**src/rtl/qam_demapper_if.sv**
```systemverilog
// qam_demapper_if: sample stream in, recovered symbol stream out.
// The slave side is the demapper; the master side feeds samples and
// consumes symbols.
interface qam_demapper_if;
  logic               demult_valid;
  logic signed [19:0] demult_i;
  logic signed [19:0] demult_q;
  logic               dout_valid;
  logic [3:0]         dout;
  logic               dout_ready;
  logic               overflow;

  modport master (
    output demult_valid, demult_i, demult_q, dout_ready,
    input  dout_valid, dout, overflow
  );

  modport slave (
    input  demult_valid, demult_i, demult_q, dout_ready,
    output dout_valid, dout, overflow
  );
endinterface

```
**src/rtl/qam_demapper.sv**
```systemverilog
// qam_demapper: QAM-16 receive symbol recovery.
// Integrate-and-dump over 2^SPS_LOG2 valid samples per rail, four-level
// slicing, demapping to a 4-bit symbol, and a FWFT output FIFO with a
// sticky overflow flag.
// Build option: define QAM_DEMAP_GRAY_EN for Gray-coded levels; otherwise
// levels map to natural binary.
module qam_demapper #(
  parameter int SPS_LOG2   = 4,
  parameter int SKIP       = 0,
  parameter int THRESH     = 262144,
  parameter int FIFO_DEPTH = 4
) (
  input logic           axi_clk,
  input logic           axi_rstn,
  qam_demapper_if.slave bus
);

  localparam int ACC_W = 20 + SPS_LOG2;
  localparam int SPS   = 1 << SPS_LOG2;
  localparam int CNT_W = (SPS_LOG2 > 0) ? SPS_LOG2 : 1;
  localparam int AW    = (FIFO_DEPTH > 1) ? $clog2(FIFO_DEPTH) : 1;

  localparam logic signed [ACC_W-1:0] THRESH_POS = ACC_W'(THRESH);
  localparam logic signed [ACC_W-1:0] THRESH_NEG = -THRESH_POS;
  localparam logic [CNT_W-1:0]        LAST_SAMP  = CNT_W'(SPS - 1);
  localparam logic [15:0]             LAST_SKIP  = (SKIP > 0) ? 16'(SKIP - 1) : 16'd0;
  localparam bit                      NO_SKIP    = (SKIP == 0);
  localparam logic [AW:0]             FULL_CNT   = (AW + 1)'(FIFO_DEPTH);

`ifdef QAM_DEMAP_GRAY_EN
  localparam logic [1:0] CODE_M3 = 2'b00;
  localparam logic [1:0] CODE_M1 = 2'b01;
  localparam logic [1:0] CODE_P1 = 2'b11;
  localparam logic [1:0] CODE_P3 = 2'b10;
`else
  localparam logic [1:0] CODE_M3 = 2'b00;
  localparam logic [1:0] CODE_M1 = 2'b01;
  localparam logic [1:0] CODE_P1 = 2'b10;
  localparam logic [1:0] CODE_P3 = 2'b11;
`endif

  typedef enum logic [1:0] {
    ST_IDLE,
    ST_SKIP,
    ST_ACCUM
  } state_t;

  state_t                   state;
  logic [15:0]              skip_cnt;
  logic [CNT_W-1:0]         samp_cnt;
  logic signed [ACC_W-1:0]  acc_i;
  logic signed [ACC_W-1:0]  acc_q;
  logic                     sym_valid;
  logic [3:0]               sym_code;

  logic signed [ACC_W-1:0]  samp_i;
  logic signed [ACC_W-1:0]  samp_q;
  logic signed [ACC_W-1:0]  sum_i;
  logic signed [ACC_W-1:0]  sum_q;
  logic                     accept;
  logic                     last_samp;

  logic [3:0]               mem [FIFO_DEPTH];
  logic [AW-1:0]            wr_ptr;
  logic [AW-1:0]            rd_ptr;
  logic [AW:0]              count;
  logic                     full;
  logic                     pop;
  logic                     do_write;
  logic                     overflow_r;

  // Four-level decision on a completed symbol sum.
  function automatic logic [1:0] slice_rail(input logic signed [ACC_W-1:0] s);
    if (s < THRESH_NEG)      return CODE_M3;
    else if (s[ACC_W-1])     return CODE_M1;
    else if (s < THRESH_POS) return CODE_P1;
    else                     return CODE_P3;
  endfunction

  // Sign-extend the incoming samples and form the running sums; a sample is
  // integrated in ACCUM, or straight out of IDLE when no skip is configured.
  always_comb begin
    samp_i    = ACC_W'(bus.demult_i);
    samp_q    = ACC_W'(bus.demult_q);
    sum_i     = acc_i + samp_i;
    sum_q     = acc_q + samp_q;
    accept    = bus.demult_valid &&
                ((state == ST_ACCUM) || ((state == ST_IDLE) && NO_SKIP));
    last_samp = (samp_cnt == LAST_SAMP);
  end

  // Sequencer: skip alignment, integrate-and-dump, and registered slicing
  // of each completed symbol.
  always_ff @(posedge axi_clk or negedge axi_rstn) begin
    if (!axi_rstn) begin
      state     <= ST_IDLE;
      skip_cnt  <= '0;
      samp_cnt  <= '0;
      acc_i     <= '0;
      acc_q     <= '0;
      sym_valid <= 1'b0;
      sym_code  <= '0;
    end else begin
      sym_valid <= 1'b0;
      case (state)
        ST_IDLE, ST_SKIP: begin
          if (bus.demult_valid) begin
            if (NO_SKIP) begin
              state <= ST_ACCUM;
            end else begin
              skip_cnt <= skip_cnt + 16'd1;
              state    <= (skip_cnt == LAST_SKIP) ? ST_ACCUM : ST_SKIP;
            end
          end
        end
        ST_ACCUM: begin
        end
        default: state <= ST_IDLE;
      endcase

      if (accept) begin
        if (last_samp) begin
          sym_code  <= {slice_rail(sum_i), slice_rail(sum_q)};
          sym_valid <= 1'b1;
          acc_i     <= '0;
          acc_q     <= '0;
          samp_cnt  <= '0;
        end else begin
          acc_i     <= sum_i;
          acc_q     <= sum_q;
          samp_cnt  <= samp_cnt + 1'b1;
        end
      end
    end
  end

  // FIFO control: a push into a full FIFO is dropped unless a pop frees the
  // slot in the same cycle.
  always_comb begin
    full     = (count == FULL_CNT);
    pop      = (count != '0) && bus.dout_ready;
    do_write = sym_valid && (!full || pop);
  end

  // Symbol storage; contents are only meaningful between the pointers.
  always_ff @(posedge axi_clk) begin
    if (do_write) mem[wr_ptr] <= sym_code;
  end

  // Pointer, occupancy and sticky overflow bookkeeping.
  always_ff @(posedge axi_clk or negedge axi_rstn) begin
    if (!axi_rstn) begin
      wr_ptr     <= '0;
      rd_ptr     <= '0;
      count      <= '0;
      overflow_r <= 1'b0;
    end else begin
      if (do_write) wr_ptr <= wr_ptr + 1'b1;
      if (pop)      rd_ptr <= rd_ptr + 1'b1;
      case ({do_write, pop})
        2'b10:   count <= count + 1'b1;
        2'b01:   count <= count - 1'b1;
        default: count <= count;
      endcase
      if (sym_valid && full && !pop) overflow_r <= 1'b1;
    end
  end

  assign bus.dout_valid = (count != '0);
  assign bus.dout       = (count != '0) ? mem[rd_ptr] : 4'd0;
  assign bus.overflow   = overflow_r;

endmodule

```
**src/flat_wrapper.sv**
```systemverilog
// flat-port wrapper written by rule: the top's interface ports become plain ports
module qam_demapper_flat 
#(
  parameter int SPS_LOG2   = 4,
  parameter int SKIP       = 0,
  parameter int THRESH     = 262144,
  parameter int FIFO_DEPTH = 4
)
  (axi_clk, axi_rstn, bus_demult_valid, bus_demult_i, bus_demult_q, bus_dout_ready, bus_dout_valid, bus_dout, bus_overflow);
  qam_demapper_if bus_i ();
  input logic axi_clk;
  input logic axi_rstn;
  input wire logic [$bits(bus_i.demult_valid)-1:0] bus_demult_valid;
  input wire logic [$bits(bus_i.demult_i)-1:0] bus_demult_i;
  input wire logic [$bits(bus_i.demult_q)-1:0] bus_demult_q;
  input wire logic [$bits(bus_i.dout_ready)-1:0] bus_dout_ready;
  output wire logic [$bits(bus_i.dout_valid)-1:0] bus_dout_valid;
  output wire logic [$bits(bus_i.dout)-1:0] bus_dout;
  output wire logic [$bits(bus_i.overflow)-1:0] bus_overflow;
  assign bus_i.demult_valid = bus_demult_valid;
  assign bus_i.demult_i = bus_demult_i;
  assign bus_i.demult_q = bus_demult_q;
  assign bus_i.dout_ready = bus_dout_ready;
  assign bus_dout_valid = bus_i.dout_valid;
  assign bus_dout = bus_i.dout;
  assign bus_overflow = bus_i.overflow;
  qam_demapper #(.SPS_LOG2(SPS_LOG2), .SKIP(SKIP), .THRESH(THRESH), .FIFO_DEPTH(FIFO_DEPTH)) u_core (.axi_clk(axi_clk), .axi_rstn(axi_rstn), .bus(bus_i));
endmodule
```
**config.mk**
```make
export PLATFORM = sky130hd
export DESIGN_NAME = qam_demapper_flat
export DESIGN_NICKNAME = d
export VERILOG_FILES = /design/src/rtl/qam_demapper_if.sv /design/src/rtl/qam_demapper.sv /design/src/flat_wrapper.sv
export SDC_FILE = /design/constraint.sdc
export NUM_CORES = 1
export LEC_CHECK = 0
export ABC_AREA = 0
export CAP_MARGIN = 20
export CORE_MARGIN = 3
export CORE_UTILIZATION = 53
export DETAILED_ROUTE_END_ITERATION = 7
export PLACE_DENSITY_LB_ADDON = 0.2
export SYNTH_ARGS = -nofsm -noshare
export SYNTH_HDL_FRONTEND = slang
export SYNTH_SLANG_ARGS = --single-unit
```
**constraint.sdc**
```tcl
create_clock -name axi_clk -period 2.8 [get_ports axi_clk]
set_input_delay 0.42 -clock axi_clk [delete_from_list [all_inputs] [get_ports axi_clk]]
set_output_delay 0.42 -clock axi_clk [all_outputs]
set_load 0.01 [all_outputs]
```
Word level (Yosys, flattened, before mapping)
Memories as Yosys holds them, arrays and structs flattened.
Cells that the tools add are included.
Cells by class
  add/subtract/negate cells: 7
  order comparisons: 4
  equal/unequal tests: 7
  mux-type cells: 17
  bitwise gates (word level): 1
  reduce and logical (&&, ||, !) cells: 15
Operator list (count)
  adder 24 x 20 -> 24 bit: 2
  less-than comparator 24 x 19 -> 1 bit, second input constant: 2
  less-than comparator 24 x 20 -> 1 bit, second input constant: 2
  two-way mux 24 bit: 2
  two-way mux 2 bit: 5
  two-way mux 4 bit: 2
  two-way mux 1 bit: 6
  case mux 3 bit (2 select lines): 1
  logical AND 1 bit: 5
  adder 2 x 1 -> 2 bit, second input constant: 2
  adder 4 x 1 -> 4 bit, second input constant: 1
  == test 2 x 1 -> 1 bit, second input constant: 2
  == test 2 bit, second input constant: 2
  == test 4 bit, second input constant: 1
  case mux 2 bit (2 select lines): 1
  AND reduction 2 bit: 2
  adder 3 x 1 -> 3 bit, second input constant: 1
  == test 3 bit, second input constant: 1
  nonzero test 3 bit: 1
  subtractor 3 x 1 -> 3 bit, second input constant: 1
  zero test 1 bit: 2
  zero test 2 bit: 1
  logical OR 1 bit: 2
  inequality test 2 bit, second input constant: 1
  other kinds (3): 3
Word-level totals
  bits in registers: 67
  RAM bits: 16
  input bits: 44
  output and inout bits: 6
  word-level logic and storage cells: 62
  memories kept: 1
Memories
  u_core.mem: depth 4, bits a word 4, read ports 1, clocked after Yosys merged registers in 0, write ports 1, line qam_demapper.sv:63  | logic [3:0] mem [FIFO_DEPTH];

Longest topological paths before layout
Gate-level depths: netlist of the first run.
  depth after elaboration: 6
  gate-level depth with buffers: 12
  mapped depth without buffers: 12

Worst setup path before layout of the first run
Ideal clock, no wire load.
  path kind: input port to flip-flop
  start: in bus_demult_i[19]
  end: reg u_core.sym_code[2]
  setup time: 92 ps
  arrival time: 2695 ps
  required time: 2708 ps
  setup slack: 13 ps
  cell stages on the path: 10
  buffers on the path: 0
  cells stage by stage: ha_1 -> a21o_1 -> a21o_1 -> a21oi_2 -> mux2_4 -> a311oi_2 -> o211ai_1 -> or2_0 -> o41a_1 -> o31ai_2
On the way
  cells in the longest elaborated chain, start to end: 5
  elaborated cells on any way between the ends: 6
  classes of those cells: add/sub: 1; order compare: 2; mux: 3
RTL lines
  start: declaration: line flat_wrapper.sv:14  | input wire logic [$bits(bus_i.demult_i)-1:0] bus_demult_i;
  adder 24 x 20 -> 24 bit *: line qam_demapper.sv:85  | sum_i = acc_i + samp_i;
  less-than comparator 24 x 20 -> 1 bit: line qam_demapper.sv:76  | else if (s < THRESH_POS) return CODE_P1;
  two-way mux 1 bit: line qam_demapper.sv:76
  two-way mux 2 bit: line qam_demapper.sv:75  | else if (s[ACC_W-1]) return CODE_M1;
  two-way mux 2 bit *: line qam_demapper.sv:74  | if (s < THRESH_NEG) return CODE_M3;
  end signal: assignment: line qam_demapper.sv:123  | sym_code <= {slice_rail(sum_i), slice_rail(sum_q)};
  end: declaration: line qam_demapper.sv:54  | logic [3:0] sym_code;
Every way passes the cells marked *; elsewhere a longest branch is shown, timed or not.
A chain may end at the register's enable or synchronous reset.

Final worst setup path of the first run
  start: in bus_demult_i[3]
  end: reg u_core.sym_code[2]
Same word-level chain as after synthesis.

==> impl_results.md, run 1 <==
* Total number of vias at approximately 5,200
* Post-synth EDFFs at 16
* IO Pins at 50
* Syn nets at about 700
* M3 GR Usage at under 10%
* Hold Path Class: input pin to async pin
* Internal Power at 0.00545 W
* Fin worst setup slack at -0.0433 ns
* Synthesis-to-layout area growth at 39.0%
* Setup CP Type: input pin to flop
* Clock root cell: clkbuf_8
* Initial core utilization at 56.0%
* First-pass GRT wire length at 25,000 µm
* Tmin final at 2.84 ns
* Gr ovfl total at 0
* Sequential power share at 22.1%
* Die height at ~110 µm
* Die Width at approximately 110 µm
* Switching pwr at about 0.004 W
* Die ar. at between 0.01 and 0.015 mm²
* Multi-input gate area at around 0.0036 mm²
* Worst Setup End Kind: flop
* Largest vdd supply drop at between 500 and 600 µV
* Slowest CP cell: o41a_1
* Vias in the first global route at 5,374
* TritonCTS buffer count at 9
* Largest net degree at the start of global routing at 39
* CP Buf/Inv Count at 2
* Yosys warns at 0
* Syn_area_per_cell at 9.60 µm²
* Placed Area at just over 0.007 mm²
* R2r worst-path depth at 12
* Sw Share at 41.9%
* PD cells at around 1200 mW/mm²
* Endpoints failing setup at 3
* Leakage power total at 3.64 nW
* Final Cycle Share at 102%
* Antenna diodes at 0
* Share of layout cells above drive strength 1 at a little under a third
* Via density at 5.75
* Library cells used by synthesis at 74
* Maximum capacitance violations at 0
* Initial antenna violation count at 0
* Max-slew violation count at 0
* Met2 GRT Util at between 40% and 50%
* Max FO, Critical Path at 2
* Combinational Power Share at 68.1%
* Final instance area at 0.00782 mm²
* Max H-tree Level at 3
* Antenna-violating nets left at 0
* Critical path, cell by cell: clkdlybuf4s50_1 > ha_2 > o21ai_2 > a21oi_2 > o21a_1 > buf_4 > o2111a_1 > o2111ai_2 > nand4_1 > o41a_1 > o31ai_2
* Maximum clock frequency at 0.352 GHz
* Synth Flop Type: dfrtp_1
* FF/Latch Area at approximately 0.0021 mm²
* Met1 Use GR at roughly a third
* Levels on crit path at 11
* Worst EP required at 3.08 ns
* Final #Nets at around 870
* Ys async rst share at 80.2%
* First-pass DRT Iterations at 5
* Fillers at 665
* Register area share after synthesis at 37.4%
* Core ar. at 0.0100 mm²
* Crit path max-delay family: compound AO/OA/AOI/OAI gates
* Clock power frac at 9.8%
* Worst EP arrival at between 3 and 4 ns
* Setup TNS at -0.0616 ns
* DRC at 0
* Total GRT Usage at 26.6%
* CTS tree: yes
* Failing checks: setup timing
* CP Launch Type: input pin
* CP peak stage delay at 0.48 ns
* Routed wire length per instance at 16.9 µm
* Unrepaired setup endpoints after global routing: yes
* GP Congestion at 0.890
* Initial drt markers at 233
* Slew @ Worst Pin at around 0.7 ns
* Clk pin slew, worst setup/hold paths at 0.09 ns
* Final WL at 15,300 µm
* Util after Layout at 77.9%
* Hold Fails Final Rpt at 0
* Status: finished, violations left
* Gate Count Post-Synth at 586
* IO buf count at 49
* CTS Sinks at 81
* Global route hottest layer: met2
* Hpwl dp at 10,500 µm
* Post-Syn Area at around 0.0056 mm²
* FF+latch count, synth at roughly 80
* Relative slew slack at 53.1%
* Clock Path Buffers at 2
* Worst-Skew Late Latency at between 0.3 and 0.4 ns
* Max Clock Skew at 0.0152 ns
* FP Rows at 36
## final timing paths
check	from	end	slack (ns)
min reg2reg	u_core.bus.overflow	u_core.bus.overflow	0.47
min	axi_rstn	u_core.acc_q[13]	0.08
max in group asynchronous	axi_rstn	u_core.sym_valid	2.06
min in group axi_clk	u_core.bus.overflow	u_core.bus.overflow	0.47
max	bus_demult_i[3]	u_core.sym_code[2]	-0.04
max reg2reg	u_core.acc_i[0]	u_core.sym_code[2]	-0.02
## kinds of logic (layout without fill, tap and decap cells)
logic type                 Yosys count  in the layout  share of synthesized area (%)
adders and majority gates           55             55                           12.6
xor gates and xnor gates            41             41                           6.38
buffers and inverters               84            270                           5.71
muxes                                9              9                           2.60
and+or+nand+nor                    126            126                           11.7
DFF                                 81             81                           37.4
AOI/OAI and AO/OA                  190            190                           23.6
## power groups by stage
stage	clock network, W	logic [W]	registers (W)
2_1_floorplan	0	0.00340	0.00193
3_3_place_gp	0	0.00522	0.00201
3_5_place_dp	0	0.00545	0.00205
4_1_cts	0.000927	0.00596	0.00206
5_1_grt	0.000979	0.00696	0.00213
6_report	0.000917	0.00638	0.00207
## flip-flops by register name (all words and copies together), names as in the netlist
| name | flops |
|---|---|
| u_core.bus.overflow | 1 |
| u_core.rd_ptr | 2 |
| u_core.sym_code | 4 |
| u_core.samp_cnt | 4 |
| u_core.acc_q | 24 |
| u_core.mem | 16 |
| u_core.acc_i | 24 |
| u_core.wr_ptr | 2 |
| u_core.count | 3 |
| u_core.sym_valid | 1 |
## placed cells by master, fill, tap and decap left out, types with 8 or more instances in the layout
cell type,n
nand4_1,8
clkbuf_8,9
xor2_1,21
xnor2_1,17
clkdlybuf4s50_1,40
a21oi_1,31
ha_4,8
ha_1,39
o21ai_0,15
and2_1,10
a21o_1,20
a21oi_2,10
nor2_1,21
buf_4,131
o22ai_1,38
dfrtp_1,65
edfxtp_1,16
o21ai_1,8
inv_1,67
nand2_1,33
nand3_1,15
## cell type report
cell class / instances / area share, %
multi-input cells: 421 / 45.6
flip-flops and latches: 81 / 26.9
repair buffers: 185 / 19.5
inverters: 69 / 3.31
well taps: 133 / 2.13
clock buffers: 9 / 1.58
clock inverters: 7 / 0.976
## layer usage
metal | part of all wire (%) | wire (µm)
met5 | 0 | 0
met4 | 2.2 | 333
met3 | 4.1 | 630
met2 | 52 | 7910
met1 | 42 | 6470
## Yosys cell counts (6+ instances only)
library cell | instances | area (µm²)
inv_1 | 69 | 259
dfrtp_1 | 65 | 1630
ha_1 | 52 | 651
a21oi_1 | 40 | 200
o22ai_1 | 39 | 244
nand2_1 | 34 | 128
o21ai_0 | 24 | 120
nor2_1 | 23 | 86.3
xor2_1 | 22 | 193
a21o_1 | 20 | 150
xnor2_1 | 19 | 166
edfxtp_1 | 16 | 480
nand3_1 | 15 | 75.1
clkbuf_1 | 11 | 41.3
a211oi_1 | 10 | 75.1
and2_1 | 10 | 62.6
nand4_1 | 8 | 50.1
o32ai_1 | 7 | 61.3
nand2b_1 | 6 | 37.5
## stage by stage
stage	cells	setup slack [ns]	hold WS, ns	total power (W)
CTS	900	-0.00325	0.104	0.00895
global route	905	-0.131	0.126	0.0101
finish	905	-0.0433	0.0840	0.00937
global placement	875	-0.477	0.442	0.00724
floorplan	586	0.0125	0.124	0.00534
detailed placement	875	-0.565	0.448	0.00750
## what timing repair did
action                     4_1_cts  5_1_grt
resized for setup               53       33
hold buffers                     0        0
setup endpoints to repair        8       12
buffers inserted                 9        5
pin swaps                       36       29
## worst reg2reg max path: stages (launching register included)
cell,delay (ns)
dfrtp_1,0.40
ha_2,0.20
inv_2,0.06
fa_2,0.20
nand2b_4,0.13
a21oi_2,0.06
o21a_1,0.20
buf_4,0.14
o2111a_1,0.25
o2111ai_2,0.22
nand4_1,0.19
o41a_1,0.48
o31ai_2,0.22
Note: power is estimated with default switching activity, not from simulation.
==> run 2: changes to the inputs <==
--- a/config.mk
+++ b/config.mk
@@ -10,6 +10,7 @@
 export CORE_MARGIN = 3
 export CORE_UTILIZATION = 53
 export DETAILED_ROUTE_END_ITERATION = 7
+export GPL_TIMING_DRIVEN = 0
 export PLACE_DENSITY_LB_ADDON = 0.2
 export SYNTH_ARGS = -nofsm -noshare
 export SYNTH_HDL_FRONTEND = slang
==> run 2 against run 1 <==
  * Clock-buffer cell count did not move
  * First-iteration DRC count is 18% lower
  * Fmax fell by 0.36%
  * Total power is 13% lower
  * Non-clock buffer count fell by 91
  * Setup slack worse by 0.010 ns
  * Hold slack gained 0.075 ns
  * Die area unchanged
  * The flow still finishes with violations (setup timing)
  * Cell count shrank 10%
==> impl_results.md, run 2 (synthesized netlist as in run 1, its figures left out) <==
* Commonest non-fill, non-tap cell in the layout: inv_1
* FF/Latch Area at 0.00211 mm² (unchanged)
* FP Rows at 36 (unchanged)
* Final Cycle Share at 102% (+0.37 points)
* Max FO, Critical Path at 3 (+1)
* Die ar. at 0.0119 mm² (unchanged)
* Clock Path Buffers at 2 (unchanged)
* Initial antenna violation count at 0 (unchanged)
* Final instance area at 0.00714 mm² (-8.7%)
* M3 GR Usage at 3.43% (-0.47 points)
* Worst EP arrival at 3.13 ns (about the same)
* Slowest CP cell: o41a_1
* Maximum capacitance violations at 0 (unchanged)
* Max Clock Skew at 0.0226 ns (+0.00742 ns)
* Relative slew slack at 42.6% (-11 points)
* CP Launch Type: flop
* CTS Hold Bufs at 0 (unchanged)
* Total GRT Usage at 22.1% (-4.5 points)
* Largest net degree at the start of global routing at 66 (+69%)
* Largest vdd supply drop at 523 µV (-11%)
* Initial core utilization at 56.0% (unchanged)
* GP Congestion at 0.907 (+1.9%)
* Placed Area at 0.00628 mm² (-12%)
* Fin worst setup slack at -0.0535 ns (-0.0102 ns)
* Core ar. at 0.0100 mm² (unchanged)
* First-pass DRT Iterations at 4 (-1)
* Synthesis-to-layout area growth at 26.9%
* Share of layout cells above drive strength 1 at 20.4% (-10 points)
* Hold Fails Final Rpt at 0 (unchanged)
* Final #Nets at 775 (-11%)
* Vias in the first global route at 4,579 (-15%)
* Maximum clock frequency at 0.350 GHz (-0.36%)
* Global route hottest layer: met2
* CTS Sinks at 81 (unchanged)
* Final WL at 13,200 µm (-14%)
* IO buf count at 49 (unchanged)
* Failing checks: setup timing
* Antenna diodes at 0 (unchanged)
* First-pass GRT wire length at 20,900 µm (-16%)
* Unrepaired setup endpoints after global routing: yes
* DRC at 0 (unchanged)
* Total number of vias at 4,679 (-10%)
* Placement Setup Slack at -0.842 ns (-0.277 ns)
* Hold Path Class: input pin to async pin
* Max-slew violation count at 0 (unchanged)
* Fillers at 722 (+8.6%)
* Biggest regs: u_core.acc_i: 24 flops, u_core.acc_q: 24 flops, u_core.mem: 16 flops
* Max H-tree Level at 3 (unchanged)
* Tmin final at 2.85 ns (+0.0102 ns)
* Routed wire length per instance at 16.3 µm (-4.1%)
* Die Width at 109 µm (unchanged)
* CTS tree: yes
* Clk pin slew, worst setup/hold paths at 0.09 ns (about the same)
* Util after Layout at 71.1% (-6.8 points)
* Via density at 5.75 (about the same)
* Worst EP required at 3.08 ns (about the same)
* Critical path, cell by cell: ha_2 > inv_2 > fa_2 > nand2b_4 > a21oi_4 > o21a_1 > buf_4 > o2111a_1 > o2111ai_1 > nand4_1 > o41a_1 > o31ai_2
* Most frequent cells in the layout: inv_1 (67), dfrtp_1 (65), clkdlybuf4s50_1 (41)
* Setup CP Type: flop to flop
* PD cells at 1140 mW/mm² (-4.7%)
* Antenna-violating nets left at 0 (unchanged)
* Met2 GRT Util at 37.9% (-10 points)
* Multi-input gate area at 0.00363 mm² (+1.9%)
* CP peak stage delay at 0.49 ns (about the same)
* IO Pins at 50 (unchanged)
* Worst Setup End Kind: flop
* TritonCTS buffer count at 9 (unchanged)
* Hpwl dp at 8900 µm (-15%)
* Status: finished, violations left
* Met1 Use GR at 29.0% (-3.1 points)
* Leakage power total at 3.14 nW (-14%)
* Clock root cell: clkbuf_8
* Initial drt markers at 190 (-18%)
* Slew @ Worst Pin at 0.861 ns (+0.158 ns)
* Endpoints failing setup at 2 (-1)
* Die height at 109 µm (unchanged)
* Worst-Skew Late Latency at 0.37 ns (about the same)
* Gr ovfl total at 0 (unchanged)
==> run 2: repair_timing <==
item / 4_1_cts / 5_1_grt
buffers inserted: 16 / 15
pin swaps: 28 / 41
setup endpoints to repair: 6 / 11
resized for setup: 40 / 59
==> run 2: report_power, final <==
part / switching (W) / internal, W / leakage (nW)
sequential: 0.000330 / 0.00169 / 0.937
combinational: 0.00275 / 0.00255 / 2.11
clock: 0.000496 / 0.000332 / 0.0896
==> run 2: cell type report <==
type	count	area share, %
multi-input combinational	421	50.9
sequential	81	29.5
timing repair buffer	80	10.2
inverter	69	3.63
tap	133	2.33
clock buffer	9	1.74
buffer	14	0.946
clock inverter	7	0.754
==> run 2: layer usage <==
layer,vias up,share of wire (%)
met5,-,0
met4,0,1.5
met3,21,3.7
met2,99,50
met1,2238,45
li1,2321,-
==> run 2: worst paths after layout <==
path / endpoint / slack, ns / start / cells past startpoint
setup / recovery: u_core.sym_code[2] / -0.05 / u_core.acc_i[0] / 12
hold / removal: u_core.acc_q[12] / 0.16 / axi_rstn / 1
max in group asynchronous: u_core.acc_i[2] / 2.07 / axi_rstn / 1
setup reg to reg: u_core.sym_code[2] / -0.05 / u_core.acc_i[0] / 12
hold reg to reg: u_core.bus.overflow / 0.46 / u_core.bus.overflow / 1
min in group axi_clk: u_core.bus.overflow / 0.46 / u_core.bus.overflow / 1
==> run 2: critical path, delay by kind of cell, from the launching register on <==
family / cells / cell delay [ns]
AO/OA/AOI/OAI: 6 / 1.44
adder cells (fa/ha/maj): 2 / 0.38
buffers and inverters: 2 / 0.21
flip-flops: 1 / 0.40
AND/OR/NAND/NOR: 2 / 0.37
==> run 2: stage by stage <==
stage	TNS (ns)	hold WS [ns]	cells	power, W
floorplan	0	0.124	586	0.00534
global placement	-72.79	0.449	768	0.00608
detailed placement	-7.37	0.447	768	0.00625
CTS	-0.141	0.194	800	0.00750
global route	-0.685	0.211	814	0.00881
finish	-0.102	0.159	814	0.00815
==> run 3: changes to the inputs <==
--- a/config.mk
+++ b/config.mk
@@ -15,3 +15,4 @@
 export SYNTH_ARGS = -nofsm -noshare
 export SYNTH_HDL_FRONTEND = slang
 export SYNTH_SLANG_ARGS = --single-unit
+export TNS_END_PERCENT = 10
==> run 3 against run 2 <==
  * The flow still finishes with violations (setup timing)
  * Hold slack got worse by 0.012 ns
  * Cell area decreased by 2.1%
  * Total power decreased by 2.5%
  * Sequential share of layout area increased by 0.62 points
  * First-iteration DRC count increased by 16%
  * Combinational power decreased by 4%
  * Via count decreased by 0.43%
  * Fmax decreased by 2.8%
  * Critical path type unchanged
  * Largest cell class unchanged
==> impl_results.md, run 3 (synthesized netlist as in run 1, its figures left out) <==
* Status: finished, violations left
* Failing checks: setup timing
* Most frequent cells in the layout: inv_1 (67), dfrtp_1 (65), clkdlybuf4s50_1 (43)
* Tmin final at 2.93 ns (+0.0810 ns)
* Initial antenna violation count at 0 (unchanged)
* GP Congestion at 0.907 (unchanged)
* Share of layout cells above drive strength 1 at 17.4% (-3.0 points)
* Total number of vias at 4,659 (-0.43%)
* Setup CP Type: flop to flop
* Die height at 109 µm (unchanged)
* Routed wire length per instance at 16.3 µm (+0.33%)
* Wire length on met3 at 525 µm (+5.8%)
* Clk pin slew, worst setup/hold paths at 0.09 ns (about the same)
* IO Pins at 50 (unchanged)
* Final #Nets at 765 (-1.3%)
* Critical path, cell by cell: ha_4 > inv_2 > fa_2 > nand2b_4 > a21oi_4 > o41ai_4 > a2111o_1 > and3_4 > nor4_4 > nand4_1 > a21oi_2 > o22a_1
* First-pass DRT Iterations at 5 (+1)
* Core ar. at 0.0100 mm² (unchanged)
* First-pass GRT wire length at 20,700 µm (-1.1%)
* Max Clock Skew at 0.0235 ns (+0.000862 ns)
* CP peak stage delay at 0.48 ns (about the same)
* Max H-tree Level at 3 (unchanged)
* Placement Setup Slack at -0.842 ns (unchanged)
* Gr ovfl total at 0 (unchanged)
* Largest vdd supply drop at 525 µV (+0.51%)
* Met2 WL at 6470 µm (-2.2%)
* Crit path max-delay family: compound AO/OA/AOI/OAI gates
* Initial drt markers at 220 (+16%)
* Clock root cell: clkbuf_8
* Relative slew slack at 42.0% (-0.66 points)
* Commonest non-fill, non-tap cell in the layout: inv_1
* IO buf count at 49 (unchanged)
* Unrepaired setup endpoints after global routing: yes
* Leakage power total at 3.09 nW (-1.5%)
* Total GRT Usage at 21.8% (-0.27 points)
* Hold Path Class: input pin to async pin
* Hpwl dp at 8900 µm (unchanged)
* Initial core utilization at 56.0% (unchanged)
* Largest net degree at the start of global routing at 66 (unchanged)
* Die ar. at 0.0119 mm² (unchanged)
* PD cells at 1140 mW/mm² (-0.40%)
* Total power at 0.00795 W (-2.5%)
* Maximum capacitance violations at 0 (unchanged)
* Max FO, Critical Path at 4 (+1)
* FP Rows at 36 (unchanged)
* Fin worst setup slack at -0.135 ns (-0.0810 ns)
* Final Cycle Share at 105% (+2.9 points)
* Biggest regs: u_core.acc_i: 24 flops, u_core.acc_q: 24 flops, u_core.mem: 16 flops
* Die Width at 109 µm (unchanged)
* Vias in the first global route at 4,542 (-0.81%)
* Endpoints failing setup at 2 (unchanged)
* Final WL at 13,100 µm (-0.90%)
* CP Buf/Inv Count at 1 (-1)
* Hold Fails Final Rpt at 0 (unchanged)
* Worst EP required at 3.10 ns (+0.02 ns)
* CTS Sinks at 81 (unchanged)
* TritonCTS buffer count at 9 (unchanged)
* Antenna-violating nets left at 0 (unchanged)
* Slew @ Worst Pin at 0.870 ns (+0.00989 ns)
* Synthesis-to-layout area growth at 24.3%
* Max-slew violation count at 0 (unchanged)
* Worst Setup End Kind: flop
* WL met1 at 5870 µm (-0.84%)
* Worst-Skew Late Latency at 0.38 ns (about the same)
* Antenna diodes at 0 (unchanged)
* Util after Layout at 69.6% (-1.5 points)
* DRC at 0 (unchanged)
* Maximum clock frequency at 0.341 GHz (-2.8%)
* Setup TNS at -0.260 ns (-0.158 ns)
* Worst EP arrival at 3.23 ns (+0.10 ns)
* Clock Path Buffers at 2 (unchanged)
* Via density at 5.79 (+0.81%)
* CTS tree: yes
* CP Launch Type: flop
* Top layer in use: met4
* Slowest CP cell: a2111o_1
run 3: cell count changes in the layout (fill, tap and decap cells not counted), sizes merged:
cell | previous run | this run
buf | 35 | 25
clkdlybuf4s50 | 41 | 43
dlygate4sd2 | 3 | 1
clkbuf | 20 | 21
clkdlybuf4s15 | 1 | 0
run 3: metal layers:
metal  global-route usage [%]  vias to the layer above
li1                         -                     2303
met1                     28.6                     2217
met2                     37.6                      114
met3                     3.49                       25
met4                     5.41                        0
met5                        0                        -
run 3: area by class of cell:
type | count | area, µm²
clock inverter | 7 | 53.8
inverter | 69 | 259
tap | 133 | 166
timing repair buffer | 69 | 643
sequential | 81 | 2110
buffer | 15 | 72.6
multi-input combinational | 421 | 3570
fill | 741 | 3050
clock buffer | 9 | 124
run 3: path summary, 6_finish.rpt:
check,startpoint,end,slack [ns],cells past startpoint
max in group asynchronous,axi_rstn,u_core.rd_ptr[1],2.06,1
min reg2reg,u_core.bus.overflow,u_core.bus.overflow,0.46,1
max,u_core.acc_q[0],u_core.sym_code[0],-0.13,12
min,axi_rstn,u_core.acc_q[13],0.15,1
max reg2reg,u_core.acc_q[0],u_core.sym_code[0],-0.13,12
min in group axi_clk,u_core.bus.overflow,u_core.bus.overflow,0.46,1
run 3: worst register-to-register path, stage by stage, from the launching register on:
cell	delay [ns]
dfrtp_1	0.40
ha_4	0.15
inv_2	0.04
fa_2	0.38
nand2b_4	0.17
a21oi_4	0.17
o41ai_4	0.12
a2111o_1	0.48
and3_4	0.21
nor4_4	0.26
nand4_1	0.15
a21oi_2	0.20
o22a_1	0.14
run 3: stage by stage:
stage	instance area [µm²]	hold slack, ns	cells
floorplan	5630	0.124	586
global placement	6280	0.449	768
detailed placement	6280	0.447	768
CTS	6660	0.194	794
global route	6990	0.223	804
finish	6990	0.147	804
run 3: what timing repair did:
item,in CTS,in global routing
pin swaps,23,26
endpoints found under the hold margin,0,0
buffers inserted,10,10
setup endpoints to repair,6,14
hold buffers,0,0
resized for setup,26,54
run 3: where the power goes:
| part | internal, W | switching [W] |
|---|---|---|
| logic | 0.00239 | 0.00271 |
| clock network | 0.000332 | 0.000500 |
| registers | 0.00169 | 0.000323 |
